**src/rtl/reset_sequencer.sv**
```systemverilog
// reset_sequencer
// -----------------------------------------------------------------------------
// Supervisory controller for the board reset button.
//
// The raw button is synchronized and then debounced. A press is classified as:
//   - a glitch, which is ignored
//   - a short press, which gives a one-cycle status pulse
//   - a long hold, which asserts every downstream domain reset
// After a long hold, or after power-on, the per-domain resets are released one
// at a time, bit 0 first, with GAP_CYCLES clocks between successive releases.
//
// Optional feature, controlled by the macro RSTSEQ_SOFT_REQ_EN:
//   When the macro is defined, the block gets an extra soft_req input. A
//   soft_req seen in IDLE forces a full reset cycle, exactly as a long hold
//   would.
//
// Ports:
//   clk          in   system clock; all logic runs on the rising edge
//   reset_n      in   asynchronous active-low reset; starts the power-on
//                     release sequence
//   btn          in   raw button, active high, asynchronous to clk
//   soft_req     in   (RSTSEQ_SOFT_REQ_EN only) synchronous reset request,
//                     honoured in IDLE
//   rst_out      out  per-domain resets, active high; bit 0 is released first
//   short_press  out  one-cycle pulse for each valid short press
//   busy         out  high while the domain resets are asserted or being
//                     released
// -----------------------------------------------------------------------------
module reset_sequencer #(
  parameter int N_DOMAINS       = 3,
  parameter int DEBOUNCE_CYCLES = 1000,
  parameter int HOLD_CYCLES     = 5000000,
  parameter int GAP_CYCLES      = 1000
) (
  input  logic                 clk,
  input  logic                 reset_n,
  input  logic                 btn,
`ifdef RSTSEQ_SOFT_REQ_EN
  input  logic                 soft_req,
`endif
  output logic [N_DOMAINS-1:0] rst_out,
  output logic                 short_press,
  output logic                 busy
);

  localparam int MAX_DH  = (DEBOUNCE_CYCLES > HOLD_CYCLES) ? DEBOUNCE_CYCLES : HOLD_CYCLES;
  localparam int MAX_ALL = (MAX_DH > GAP_CYCLES) ? MAX_DH : GAP_CYCLES;
  localparam int CNT_W   = $clog2(MAX_ALL) + 1;
  localparam int IDX_W   = $clog2(N_DOMAINS) + 1;

  localparam logic [CNT_W-1:0] DEB_LAST  = CNT_W'(DEBOUNCE_CYCLES - 1);
  localparam logic [CNT_W-1:0] HOLD_LAST = CNT_W'(HOLD_CYCLES - 1);
  localparam logic [CNT_W-1:0] GAP_LAST  = CNT_W'(GAP_CYCLES - 1);
  localparam logic [CNT_W-1:0] CNT_MAX   = '1;
  localparam logic [IDX_W-1:0] IDX_LAST  = IDX_W'(N_DOMAINS - 1);

  typedef enum logic [2:0] {
    IDLE     = 3'd0,
    DEBOUNCE = 3'd1,
    PRESSED  = 3'd2,
    ASSERT   = 3'd3,
    RELEASE  = 3'd4
  } state_t;

  state_t                 state, state_next;
  logic [CNT_W-1:0]       cnt, cnt_next, cnt_inc;
  logic [IDX_W-1:0]       idx, idx_next;
  logic [N_DOMAINS-1:0]   rst_next, idx_bit;
  logic                   short_next, busy_next;
  logic                   btn_meta, btn_s;
  logic                   soft_go;

`ifdef RSTSEQ_SOFT_REQ_EN
  assign soft_go = soft_req;
`else
  assign soft_go = 1'b0;
`endif

  // The counter saturates rather than wraps.
  // This keeps a very long stay in one state from aliasing onto a threshold.
  assign cnt_inc = (cnt == CNT_MAX) ? cnt : cnt + CNT_W'(1);

  // One-hot mask that selects the domain due for release next.
  assign idx_bit = N_DOMAINS'(1) << idx;

  // Two-flop synchronizer for the asynchronous button.
  always_ff @(posedge clk or negedge reset_n) begin
    if (!reset_n) begin
      btn_meta <= 1'b0;
      btn_s    <= 1'b0;
    end else begin
      btn_meta <= btn;
      btn_s    <= btn_meta;
    end
  end

  // State and output registers.
  // Reset drops straight into the release sequence, so power-on releases the
  // domains in order.
  always_ff @(posedge clk or negedge reset_n) begin
    if (!reset_n) begin
      state       <= RELEASE;
      cnt         <= '0;
      idx         <= '0;
      rst_out     <= '1;
      short_press <= 1'b0;
      busy        <= 1'b1;
    end else begin
      state       <= state_next;
      cnt         <= cnt_next;
      idx         <= idx_next;
      rst_out     <= rst_next;
      short_press <= short_next;
      busy        <= busy_next;
    end
  end

  // Next-state and next-output logic.
  // Every output is computed from the next state, so each output is a flop and
  // changes on the same edge as the transition that causes it.
  always_comb begin
    state_next = state;
    cnt_next   = cnt_inc;
    idx_next   = idx;
    rst_next   = rst_out;
    short_next = 1'b0;

    case (state)
      IDLE: begin
        rst_next = '0;
        if (soft_go) begin
          state_next = ASSERT;
          rst_next   = '1;
        end else if (btn_s) begin
          state_next = DEBOUNCE;
        end
      end

      DEBOUNCE: begin
        if (!btn_s) begin
          state_next = IDLE;
        end else if (cnt == DEB_LAST) begin
          state_next = PRESSED;
        end
      end

      PRESSED: begin
        // The hold threshold is tested first.
        // A release that lands on the qualifying edge is still a long hold.
        if (cnt == HOLD_LAST) begin
          state_next = ASSERT;
          rst_next   = '1;
        end else if (!btn_s) begin
          state_next = IDLE;
          short_next = 1'b1;
        end
      end

      ASSERT: begin
        rst_next = '1;
        if (!btn_s) begin
          state_next = RELEASE;
          idx_next   = '0;
        end
      end

      RELEASE: begin
        if (cnt == GAP_LAST) begin
          rst_next = rst_out & ~idx_bit;
          if (idx == IDX_LAST) begin
            state_next = IDLE;
            idx_next   = '0;
          end else begin
            idx_next   = idx + IDX_W'(1);
            cnt_next   = '0;
          end
        end
      end

      default: begin
        state_next = IDLE;
        idx_next   = '0;
        rst_next   = '0;
      end
    endcase

    if (state_next != state) begin
      cnt_next = '0;
    end

    busy_next = (state_next == ASSERT) || (state_next == RELEASE);
  end

endmodule
```
**config.mk**
```make
export PLATFORM = sky130hd
export DESIGN_NAME = reset_sequencer
export DESIGN_NICKNAME = d
export VERILOG_FILES = /design/src/rtl/reset_sequencer.sv
export SDC_FILE = /design/constraint.sdc
export NUM_CORES = 1
export LEC_CHECK = 0
export ABC_AREA = 0
export CAP_MARGIN = 0
export CELL_PAD_IN_SITES_DETAIL_PLACEMENT = 1
export CELL_PAD_IN_SITES_GLOBAL_PLACEMENT = 1
export CORE_MARGIN = 1.5
export CORE_UTILIZATION = 28
export DETAILED_ROUTE_END_ITERATION = 8
export PLACE_DENSITY_LB_ADDON = 0.08
export SLEW_MARGIN = 0
export SYNTH_ARGS = -nofsm -noshare
export SYNTH_HDL_FRONTEND = slang
export SYNTH_SLANG_ARGS = --single-unit
export TNS_END_PERCENT = 100
```
**constraint.sdc**
```tcl
create_clock -name clk -period 3 [get_ports clk]
set_input_delay 0.6 -clock clk [delete_from_list [all_inputs] [get_ports clk]]
set_output_delay 0.6 -clock clk [all_outputs]
set_load 0.02 [all_outputs]
```
# --- After elaboration in Yosys (flattened, before gate mapping) ---
# Index checks and enable logic that the tools add are counted.
word_totals:
  reg_bits: 37
  latch_bits: 0
  mem_bits_rw: 0
  romBits: 0
  output_inout_bits: 5
  wordCells: 58
  n_memories: 0
op_classes:
  n_addsub: 2
  multipliers: 0
  n_div: 0
  order_cmp: 0
  eq_ne: 14
  n_shift: 1
  muxes: 24
  bitwise: 4
  reduce_logical: 5
op_table:
  columns: ["operator", "n"]
  rows:
  - ["24-bit two-way mux", 5]
  - ["3-bit two-way mux", 13]
  - ["24-bit by 1-bit adder with 24-bit output, second input constant", 1]
  - ["24-bit by 10-bit == test with 1-bit output, second input constant", 1]
  - ["24-bit by 23-bit == test with 1-bit output, second input constant", 1]
  - ["24-bit == test, second input constant", 1]
  - ["3-bit one-hot mux with 5 select lines", 1]
  - ["3-bit by 2-bit == test with 1-bit output, second input constant", 4]
  - ["3-bit one-hot mux with 4 select lines", 1]
  - ["3-bit one-hot mux with 3 select lines", 1]
  - ["3-bit == test, second input constant", 2]
  - ["2-bit inequality test, second input constant", 3]
  - ["3-bit AND reduction", 2]
  - ["3-bit by 1-bit adder with 3-bit output, second input constant", 1]
  - ["3-bit AND", 1]
  - ["3-bit by 1-bit == test with 1-bit output, second input constant", 1]
  - ["3-bit logical NOT", 1]
  - ["1-bit two-way mux", 3]
  - ["3-bit inequality test", 1]
  - ["3-bit inverter", 1]
  - ["3-bit OR reduction", 1]
  - ["1-bit by 3-bit left shift with 3-bit output, first input constant", 1]
  - ["1-bit inverter", 2]
  - ["1-bit logical OR", 1]

# --- Logic depth before layout (Yosys ltp) ---
# Gate-level depths: netlist of run 1.
logic_depth:
  ltp_word: 6
  mapped_depth: 8
  ltp_nobuf: 6

# --- Worst setup path after synthesis of run 1 ---
# No wires, ideal clock.
synth_timing:
  kind: "reg-to-reg"
  from: "reg cnt[3]"
  to: "reg cnt[13]"
  setup_time_ps: 137
  arrival_time_ps: 2009
  path_slack_ps: 854
  path_stages_with_launch: 7
  path_buffers: 1
  synth_period_minus_slack_ps: 2146
  path_cell_list: "dfrtp_1 or4_1 nor4_4 a31oi_1 o31ai_4 buf_4 a21oi_1"
synth_between:
  elab_chain_len: 6
synth_rtl:
  columns: ["element", "line", "text"]
  rows:
  - ["start, declared", "66", "logic [CNT_W-1:0] cnt, cnt_next, cnt_inc;"]
  - ["start signal, assigned", "110", "cnt <= cnt_next;"]
  - ["24-bit by 1-bit adder with 24-bit output, or another cell as far along", "81", "assign cnt_inc = (cnt == CNT_MAX) ? cnt : cnt + CNT_W'(1);"]
  - ["24-bit two-way mux or 3-bit two-way mux (tied branches)", "81, 142", null]
  - ["24-bit two-way mux or 3-bit two-way mux (tied branches)", "170, 140", null]
  - ["24-bit two-way mux or 3-bit one-hot mux with 5 select lines (tied branches)", "168, 128", null]
  - ["24-bit two-way mux or 3-bit inequality test (tied branches)", "128, 187", null]
  - ["24-bit two-way mux *", "187", "if (state_next != state) begin"]
  - ["net cnt_next[13]", "66", null]
# The timed path passes the listed nets; every way through them passes the cells marked *.
# A chain may end at the register's enable or synchronous reset.

# --- Final worst setup path of run 1 ---
# Ends and elaborated chain as after synthesis.

==> run_results.csv, run 1 <==
group,metric,value,unit
route,antenna_violating_nets_post_route,0,
sta,timing.fmax,395,MHz
cells_and_area,ff_latch_area,932,sq um
power_and_ir_drop,finalPower,1.03,mW
yosys,ys_types,50,
global_routing,grt_max_degree,38,
yosys,synth_edf_count,0,
yosys,synthTopCellsByArea,"dfrtp_1 (37%), a21oi_1 (7.0%), xnor2_1 (6.5%)",
critical_path,crit_type,"reg2reg",
placement,pre_cts_ws,0.440,ns
floorplanning,start_util,0.292,
global_routing,busiest_layer,"met2",
power_and_ir_drop,ir_drop,0.180,mV
clock_network,clk_pin_slew,0.09,ns
cells_and_area,multi_input_area,0.00112,sq mm
global_routing,track_usage,0.158,
yosys,syn_area,0.00214,sq mm
sta,hold_viol,0,
critical_path,required,3.17,ns
floorplanning,ios,8,
global_routing,grt_util_met2,0.282,
sta,worst_slack,0.470,ns
sta,period_share,0.843,
route,firstDrtPassIters,4,
critical_path,cp-start-kind,"register",
run,drv_cap,0,
sta,finClkSkew,0.0113,ns
yosys,synth-main-ff-cell,"dfrtp_1",
yosys,yosysWarnings,0,
sta,slew_violations,0,
clock_network,holdBufCountCts,0,
min_path,hold_path.class,"reg2reg",
yosys,ys_ff_latch,37,
cells_and_area,nNetsFinal,233,
floorplanning,chipHeight,90.5,um
yosys,synth_top_area_share,0.374,
route,drt-initial-drc-count,46,
min_path,hold_path_depth,0,
sta,rsz0062_at_grt,"false",
clock_network,clkLatencyLatePin,0.30,ns
sta,slew_headroom,0.412,
placement,place.gp.congestion,0.780,
sta,fin_setup_tns,0,ns
global_routing,antenna_found_initial,0,
yosys,yosysSeqAreaShare,0.435,
cells_and_area,diodes,0,
route,viasPerCell,5.56,
cells_and_area,stdcell_count,329,
global_routing,grt_pass1_vias,2007,
cells_and_area,layout-drive-gt1-share,0.100,
critical_path,worst_setup_path_end_kind,"register",
critical_path,r2r-end,"cnt[13]",
route,num_vias,1829,
clock_network,cts-resized-gates,0,
clock_network,clock-sinks,37,
global_routing,grt_first_pass_wirelength,10300,um
clock_network,cts_buffer_depth,2,
global_routing,met1_usage,0.194,
critical_path,ff2ff_setup_slack,0.47,ns
global_routing,grt_overflow_total,0,
global_routing,grtUsageMet3,0.0269,
sta,worstMarginPinSlew,0.882,ns
clock_network,cts_tree,"built",
cells_and_area,area_growth,12.4,%
yosys,synth_cells,226,
cells_and_area,final.fill_count,838,
critical_path,reg2reg_depth,6,
yosys,avgSynthCellArea,9.48,sq um
power_and_ir_drop,p_leak,0.892,nW
critical_path,cp.arrival,2.70,ns
status,status,"complete, no violations",
placement,dpl-instance-area,0.00229,sq mm
route,wl_per_cell,18.6,um
floorplanning,fp.dieW,90.5,um
clock_network,postCtsSetupBuffers,0,
placement,place_inst,321,
min_path,whs_endpoint,"btn_s",
critical_path,crit_fanout,14,
floorplanning,die_area,0.00819,sq mm
yosys,syn_nets,230,
clock_network,numCtsBuffers,5,
clock_network,htree_levels,2,
yosys,async_reset_ff_frac,1.00,
yosys,synth_top_cell_by_area,"dfrtp_1",
sta,post-route-min-period,2.53,ns
floorplanning,core,0.00733,sq mm
placement,post-dp-hpwl,4130,um
power_and_ir_drop,p_per_area,426,mW/mm^2
route,drc_errors,0,
placement,port_buffers,7,
critical_path,worstReg2RegStart,"cnt[3]",
cells_and_area,fin_area,0.00241,sq mm
floorplanning,fp-row-count,31,
min_path,hp-start,"btn_meta",
sta,setup_viol,0,
route,wirelength,6130,um
clock_network,cts_root_buf,"clkbuf_8",
[critical path, stage by stage (launching register included)]
cell and delay [ns]:
dfrtp_1 0.46, or4_1 0.60, nor4_4 0.32, nand2_1 0.26, nand2_1 0.37, buf_4 0.29, a21oi_1 0.10
[stage by stage]
| step | util | hold slack, ns |
|---|---|---|
| floorplan | - | 0.304 |
| global placement | 0.313 | 0.334 |
| detailed placement | 0.313 | 0.338 |
| CTS | 0.329 | 0.361 |
| global route | 0.329 | 0.366 |
| finish | 0.329 | 0.357 |
[sequential cells by signal, indices dropped and copies added, names as in the netlist]
| name | count |
|---|---|
| btn_meta | 1 |
| rst_out | 3 |
| busy | 1 |
| btn_s | 1 |
| state | 3 |
| short_press | 1 |
| cnt | 24 |
| idx | 3 |
[cells by family (layout without fill, tap and decap cells)]
family,Yosys count,count (layout),share of synthesized area
AOI/OAI and AO/OA,69,69,0.210
xor gates and xnor gates,22,22,0.0899
muxes,2,2,0.00934
and+or+nand+nor,73,73,0.207
DFF,37,37,0.435
buffers and inverters,22,26,0.0438
adders and majority gates,1,1,0.00584
[metal layers]
layer / part of all wire / wire length, um
met5: 0 / 0
met4: 0.0072 / 44
met3: 0.016 / 101
met2: 0.52 / 3180
met1: 0.46 / 2810
[report_power, final]
part	leakage [nW]	internal (mW)	switching, mW	total [mW]
sequential	0.490	0.505	0.0146	0.520
combinational	0.348	0.0168	0.0337	0.0506
clock	0.0543	0.249	0.206	0.455
total	0.892	0.771	0.254	1.03
[Yosys cell counts, types with 5 or more instances]
| master | instances |
|---|---|
| a211oi_1 | 5 |
| a21oi_1 | 30 |
| and4_1 | 7 |
| clkbuf_1 | 10 |
| dfrtp_1 | 32 |
| dfstp_2 | 5 |
| inv_1 | 6 |
| nand2_1 | 15 |
| nand3_1 | 10 |
| nand4_1 | 6 |
| nor2_1 | 7 |
| o21ai_0 | 8 |
| xnor2_1 | 16 |
| xor2_1 | 6 |
[placed cells by master (no fill, tap or decap), drive strengths merged, types with 4 or more instances in the layout]
| master | n |
|---|---|
| o31ai | 4 |
| a221oi | 4 |
| dfrtp | 32 |
| and4 | 7 |
| clkbuf | 5 |
| or4 | 4 |
| nor2 | 7 |
| a211oi | 5 |
| nand4 | 6 |
| xor2 | 6 |
| o21ai | 8 |
| a21oi | 30 |
| a2111oi | 4 |
| dfstp | 5 |
| xnor2 | 16 |
| nor3 | 5 |
| nand3 | 10 |
| nand2 | 15 |
| inv | 6 |
| clkdlybuf4s50 | 6 |
| buf | 5 |
[worst max path at each step]
| stage | cells after the start | end | slack (ns) | from |
|---|---|---|---|---|
| 2_1_floorplan | 6 | cnt[13] | 0.85 | cnt[3] |
| 3_3_place_gp | 6 | cnt[13] | 0.51 | cnt[10] |
| 3_5_place_dp | 6 | cnt[11] | 0.44 | cnt[3] |
| 4_1_cts | 6 | cnt[13] | 0.42 | cnt[3] |
| 5_1_grt | 6 | cnt[7] | 0.22 | cnt[10] |
| 6_report | 6 | cnt[13] | 0.47 | cnt[3] |
[final cells by class]
cell class	count	share of cell area
clock buffer	5	0.0286
clock inverter	3	0.0192
inverter	7	0.0109
multi-input combinational	167	0.464
sequential	37	0.387
tap	99	0.0514
timing repair buffer	11	0.0395
(Power assumes the default switching activity.)
==> run 2, diff against run 1 <==
==> constraint.sdc (replaced) <==
create_clock -name clk -period 2.19 [get_ports clk]
set_input_delay 0.438 -clock clk [delete_from_list [all_inputs] [get_ports clk]]
set_output_delay 0.438 -clock clk [all_outputs]
set_load 0.02 [all_outputs]
==> run 2 against run 1 <==
  * Routed wire length grew 11%
  * Combinational power is 150% higher
  * Non-clock buffer count rose by 30
  * Count of clock-buffer cells in the layout did not move
  * Fmax rose by 18%
  * Critical path type unchanged
==> run_results.csv, run 2 (same netlist as run 1, synthesis figures left out) <==
group,metric,value,unit
status,status,"complete, no violations",
critical_path,worst_setup_path_end_kind,"register",
sta,slew_headroom,0.618,
power_and_ir_drop,netSwitchingFraction,0.261,
critical_path,cp-start-kind,"register",
floorplanning,start_util,0.292,
route,wl_per_cell,18.9,um
sta,post-route-min-period,2.14,ns
critical_path,crit_fanout,12,
placement,dpl-instance-area,0.00252,sq mm
placement,place.gp.congestion,0.807,
power_and_ir_drop,power_frac_seq,0.533,
clock_network,clkLatencyLatePin,0.29,ns
floorplanning,core,0.00733,sq mm
route,antenna_violating_nets_post_route,0,
placement,pre_cts_ws,-0.0391,ns
global_routing,antenna_found_initial,0,
cells_and_area,post-route-util,0.374,
sta,worstMarginPinSlew,0.558,ns
sta,setup_viol,0,
placement,place_inst,348,
critical_path,cp.arrival,2.30,ns
power_and_ir_drop,p_clk_frac,0.372,
sta,slew_violations,0,
cells_and_area,largest_register_ffs,24,
sta,worst_slack,0.0540,ns
power_and_ir_drop,internal_power,975,uW
cells_and_area,final_common_cell,"dfrtp_1",
cells_and_area,final.fill_count,818,
cells_and_area,diodes,0,
cells_and_area,layout-drive-gt1-share,0.246,
floorplanning,die_area,0.00819,sq mm
run,drv_cap,0,
cells_and_area,fin_area,0.00274,sq mm
global_routing,track_usage,0.168,
power_and_ir_drop,combPwrFrac,0.095,
power_and_ir_drop,switchingPower,345,uW
route,num_vias,1943,
cells_and_area,final_cell_mix,"dfrtp_1 (32), a21oi_1 (29), buf_4 (29), xnor2_1 (16), nand2_1 (13)",
clock_network,cts_root_buf,"clkbuf_8",
sta,timing.fmax,468,MHz
route,drt-initial-drc-count,35,
floorplanning,chipHeight,90.5,um
clock_network,htree_levels,2,
power_and_ir_drop,finalPower,1.32,mW
power_and_ir_drop,p_per_area,482,mW/mm^2
route,wirelength,6790,um
route,viasPerCell,5.41,
clock_network,holdBufCountCts,0,
sta,finClkSkew,0.00938,ns
power_and_ir_drop,ir_drop,0.308,mV
sta,period_share,0.975,
global_routing,grt_first_pass_wirelength,10900,um
critical_path,crit_type,"reg2reg",
clock_network,numCtsBuffers,5,
global_routing,grt_pass1_vias,2056,
power_and_ir_drop,p_leak,1.06,nW
global_routing,grt_overflow_total,0,
global_routing,grt_max_degree,25,
sta,hold_viol,0,
clock_network,clk_pin_slew,0.09,ns
cells_and_area,nNetsFinal,263,
cells_and_area,stdcell_count,359,
clock_network,clock-sinks,37,
critical_path,required,2.36,ns
min_path,hold_path.class,"in2async",
placement,post-dp-hpwl,4730,um
cells_and_area,top_register,"cnt",
route,firstDrtPassIters,4,
floorplanning,fp.dieW,90.5,um
floorplanning,ios,8,
route,drc_errors,0,
floorplanning,fp-row-count,31,
clock_network,cts_buffer_depth,2,
clock_network,cts_tree,"built",
placement,port_buffers,7,
cells_and_area,area_growth,27.8,%
## run 2: changes by cell type in the layout (fill, tap and decap cells not counted), sizes merged
cell / change
clkinvlp: -1
buf: +28
bufinv: -1
clkbuf: +2
clkinv: +2
## run 2: routing by layer
layer	vias up	global-route usage	share of wire
met5	-	0	0
met4	0	0.0489	0.013
met3	6	0.0286	0.016
met2	15	0.293	0.53
met1	1006	0.211	0.44
li1	916	-	-
## run 2: area by class of cell
type	count	area [sq um]	area share
multi-input cells	167	1170	0.428
flip-flops and latches	37	932	0.340
repair buffers	41	393	0.143
well taps	99	124	0.0452
clock buffers	5	68.8	0.0251
inverters	7	26.3	0.00959
clock inverters	3	22.5	0.00822
## run 2: metrics by stage
| stage | setup TNS [ns] | hold WS (ns) |
|---|---|---|
| global route | -0.216 | 0.0278 |
| finish | 0 | 0.0290 |
| CTS | -0.00612 | 0.0274 |
| detailed placement | -0.0626 | 0.350 |
| global placement | 0 | 0.333 |
| floorplan | 0 | 0.142 |
## run 2: critical path, stage by stage, from the launching register on
cell	delay, ns
dfrtp_1	0.39
or4_4	0.55
nor3_4	0.29
a21oi_2	0.11
o31ai_4	0.29
buf_12	0.16
clkbuf_16	0.16
a21oi_1	0.07
## run 2: power by group through the flow
stage	clock network (mW)	logic [mW]	registers [mW]
detailed placement	0	0.0963	0.717
CTS	0.508	0.0970	0.704
floorplan	0	0.0496	0.713
finish	0.491	0.126	0.705
global placement	0	0.0931	0.716
global route	0.552	0.135	0.706
## run 2: path summary, 6_finish.rpt
path / depth (start not counted) / end / startpoint / slack, ns
setup / recovery: 7 / cnt[12] / cnt[16] / 0.05
hold / removal: 1 / state[0] / reset_n / 0.03
setup reg to reg: 7 / cnt[12] / cnt[16] / 0.05
hold reg to reg: 0 / btn_s / btn_meta / 0.37
max in group asynchronous: 2 / rst_out[0] / reset_n / 1.56
min in group clk: 0 / btn_s / btn_meta / 0.37
## run 2: timing repair
item | in CTS | in global routing
pin swaps | 1 | 3
gates cloned | 0 | 2
setup buffers | 0 | 1
endpoints found under the setup margin | 15 | 33
gates resized for setup | 1 | 12
==> run 3, diff against run 2 <==
--- a/config.mk
+++ b/config.mk
@@ -9,7 +9,7 @@
 export CAP_MARGIN = 0
 export CELL_PAD_IN_SITES_DETAIL_PLACEMENT = 1
 export CELL_PAD_IN_SITES_GLOBAL_PLACEMENT = 1
-export CORE_MARGIN = 1.5
+export CORE_MARGIN = 10
 export CORE_UTILIZATION = 28
 export DETAILED_ROUTE_END_ITERATION = 8
 export PLACE_DENSITY_LB_ADDON = 0.08
==> run 3 against run 2 <==
  * Routed wire length fell by 4.3%
  * Non-clock buffer count decreased by 1
  * Global-route usage shrank 5.1 points
  * First-iteration DRC count up 54%
==> run_results.csv, run 3 (same netlist as run 1, synthesis figures left out) <==
group,metric,value,unit
status,status,"complete, no violations",
cells_and_area,post-route-util,0.364,
critical_path,cp_cell_sequence,"or4_1, nor3_4, a21oi_1, o31ai_4, buf_6, a21oi_1",
sta,slew_violations,0,
placement,port_buffers,7,
floorplanning,fp-row-count,31,
sta,timing.fmax,472,MHz
cells_and_area,final.fill_count,841,
placement,place.gp.congestion,0.781,
clock_network,cts_tree,"built",
sta,worstMarginPinSlew,0.598,ns
critical_path,cp.arrival,2.29,ns
clock_network,numCtsBuffers,5,
critical_path,crit_fanout,11,
power_and_ir_drop,ir_drop,0.219,mV
route,wl_per_cell,18.1,um
clock_network,clk_pin_slew,0.09,ns
route,antenna_violating_nets_post_route,0,
critical_path,critPathSlowestCell,"or4_1",
cells_and_area,diodes,0,
critical_path,ff2ff_setup_slack,0.07,ns
floorplanning,chipHeight,107,um
placement,post-dp-hpwl,4830,um
global_routing,grt_first_pass_wirelength,11000,um
cells_and_area,layout-drive-gt1-share,0.232,
clock_network,postCtsSetupBuffers,0,
cells_and_area,top_register,"cnt",
cells_and_area,area_growth,24.4,%
global_routing,track_usage,0.117,
sta,post-route-min-period,2.12,ns
cells_and_area,final_common_cell,"dfrtp_1",
clock_network,cts_root_buf,"clkbuf_8",
cells_and_area,fin_area,0.00267,sq mm
critical_path,worst_setup_path_end_kind,"register",
cells_and_area,ff_latch_area,933,sq um
critical_path,cp-start-kind,"register",
sta,rsz0062_at_grt,"false",
route,viasPerCell,5.43,
global_routing,antenna_found_initial,0,
power_and_ir_drop,p_leak,1.03,nW
floorplanning,fp.dieW,107,um
floorplanning,die_area,0.0116,sq mm
cells_and_area,nNetsFinal,262,
critical_path,crit_type,"reg2reg",
clock_network,clkLatencyLatePin,0.30,ns
sta,setup_viol,0,
cells_and_area,final_cell_mix,"dfrtp_1 (31), a21oi_1 (30), buf_4 (30), xnor2_1 (16), nand2_1 (13)",
global_routing,grt_pass1_vias,2139,
route,num_vias,1943,
cells_and_area,multi_input_area,0.00116,sq mm
route,wirelength,6490,um
route,firstDrtPassIters,4,
sta,period_share,0.967,
sta,finClkSkew,0.0167,ns
critical_path,required,2.36,ns
global_routing,grt_overflow_total,0,
clock_network,cts_buffer_depth,2,
critical_path,cp_common_cell,"a21oi_1",
run,drv_cap,0,
route,drc_errors,0,
floorplanning,ios,8,
sta,slew_headroom,0.601,
min_path,hold_path.class,"in2async",
placement,dpl-instance-area,0.00252,sq mm
clock_network,htree_levels,2,
route,drt-initial-drc-count,54,
global_routing,grt_max_degree,26,
floorplanning,core,0.00733,sq mm
critical_path,cpPeakStageDelay,0.59,ns
sta,hold_viol,0,
clock_network,clock-sinks,37,
power_and_ir_drop,p_per_area,494,mW/mm^2
floorplanning,start_util,0.292,
cells_and_area,largest_register_ffs,24,
clock_network,holdBufCountCts,0,
run 3: worst max-delay path: cells and delay by family (launching register included):
| kind | cells | cell delay, ns |
|---|---|---|
| simple gates | 2 | 0.83 |
| compound gates | 3 | 0.58 |
| flops | 1 | 0.38 |
| buf+inv | 1 | 0.20 |
run 3: through the flow:
| stage | TNS (ns) | hold WS (ns) | cells | power [mW] | setup slack, ns |
|---|---|---|---|---|---|
| 2_1_floorplan | 0 | 0.142 | 226 | 0.763 | 0.0442 |
| 3_3_place_gp | 0 | 0.332 | 349 | 0.807 | 0.0364 |
| 3_5_place_dp | -0.278 | 0.346 | 349 | 0.811 | -0.0749 |
| 4_1_cts | -0.0352 | 0.155 | 357 | 1.33 | -0.0198 |
| 5_1_grt | 0 | 0.170 | 358 | 1.38 | 0.00263 |
| 6_report | 0 | 0.131 | 358 | 1.32 | 0.0717 |
run 3: power by group:
part           total, mW  leakage, nW  switching, mW  internal (mW)
Combinational     0.0970        0.496         0.0586         0.0383
Clock              0.517       0.0452          0.284          0.232
Sequential         0.704        0.489         0.0123          0.692
run 3: final timing paths:
check / start / end / cells past startpoint
min: reset_n / cnt[1] / 1
max: cnt[10] / cnt[14] / 6
max reg2reg: cnt[10] / cnt[14] / 6
min reg2reg: btn_meta / btn_s / 0
min in group clk: btn_meta / btn_s / 0
max in group asynchronous: reset_n / cnt[14] / 2
run 3: layer usage:
metal	vias up	track usage	part of all wire
li1	913	-	-
met3	7	0.0198	0.020
met1	1005	0.138	0.44
met5	-	0	0
met2	18	0.210	0.53
met4	0	0.0334	0.0094
run 3: cell type report:
cell class / count / share of cell area
clock inverter: 3 / 0.00939
multi-input combinational: 167 / 0.434
timing repair buffer: 40 / 0.125
inverter: 7 / 0.00985
sequential: 37 / 0.350
tap: 99 / 0.0465
clock buffer: 5 / 0.0258
run 3: repair_timing:
action                     CTS  global route
cloned                       0             1
pin swaps                    0             2
setup endpoints to repair   19            34
resized for setup            4            12
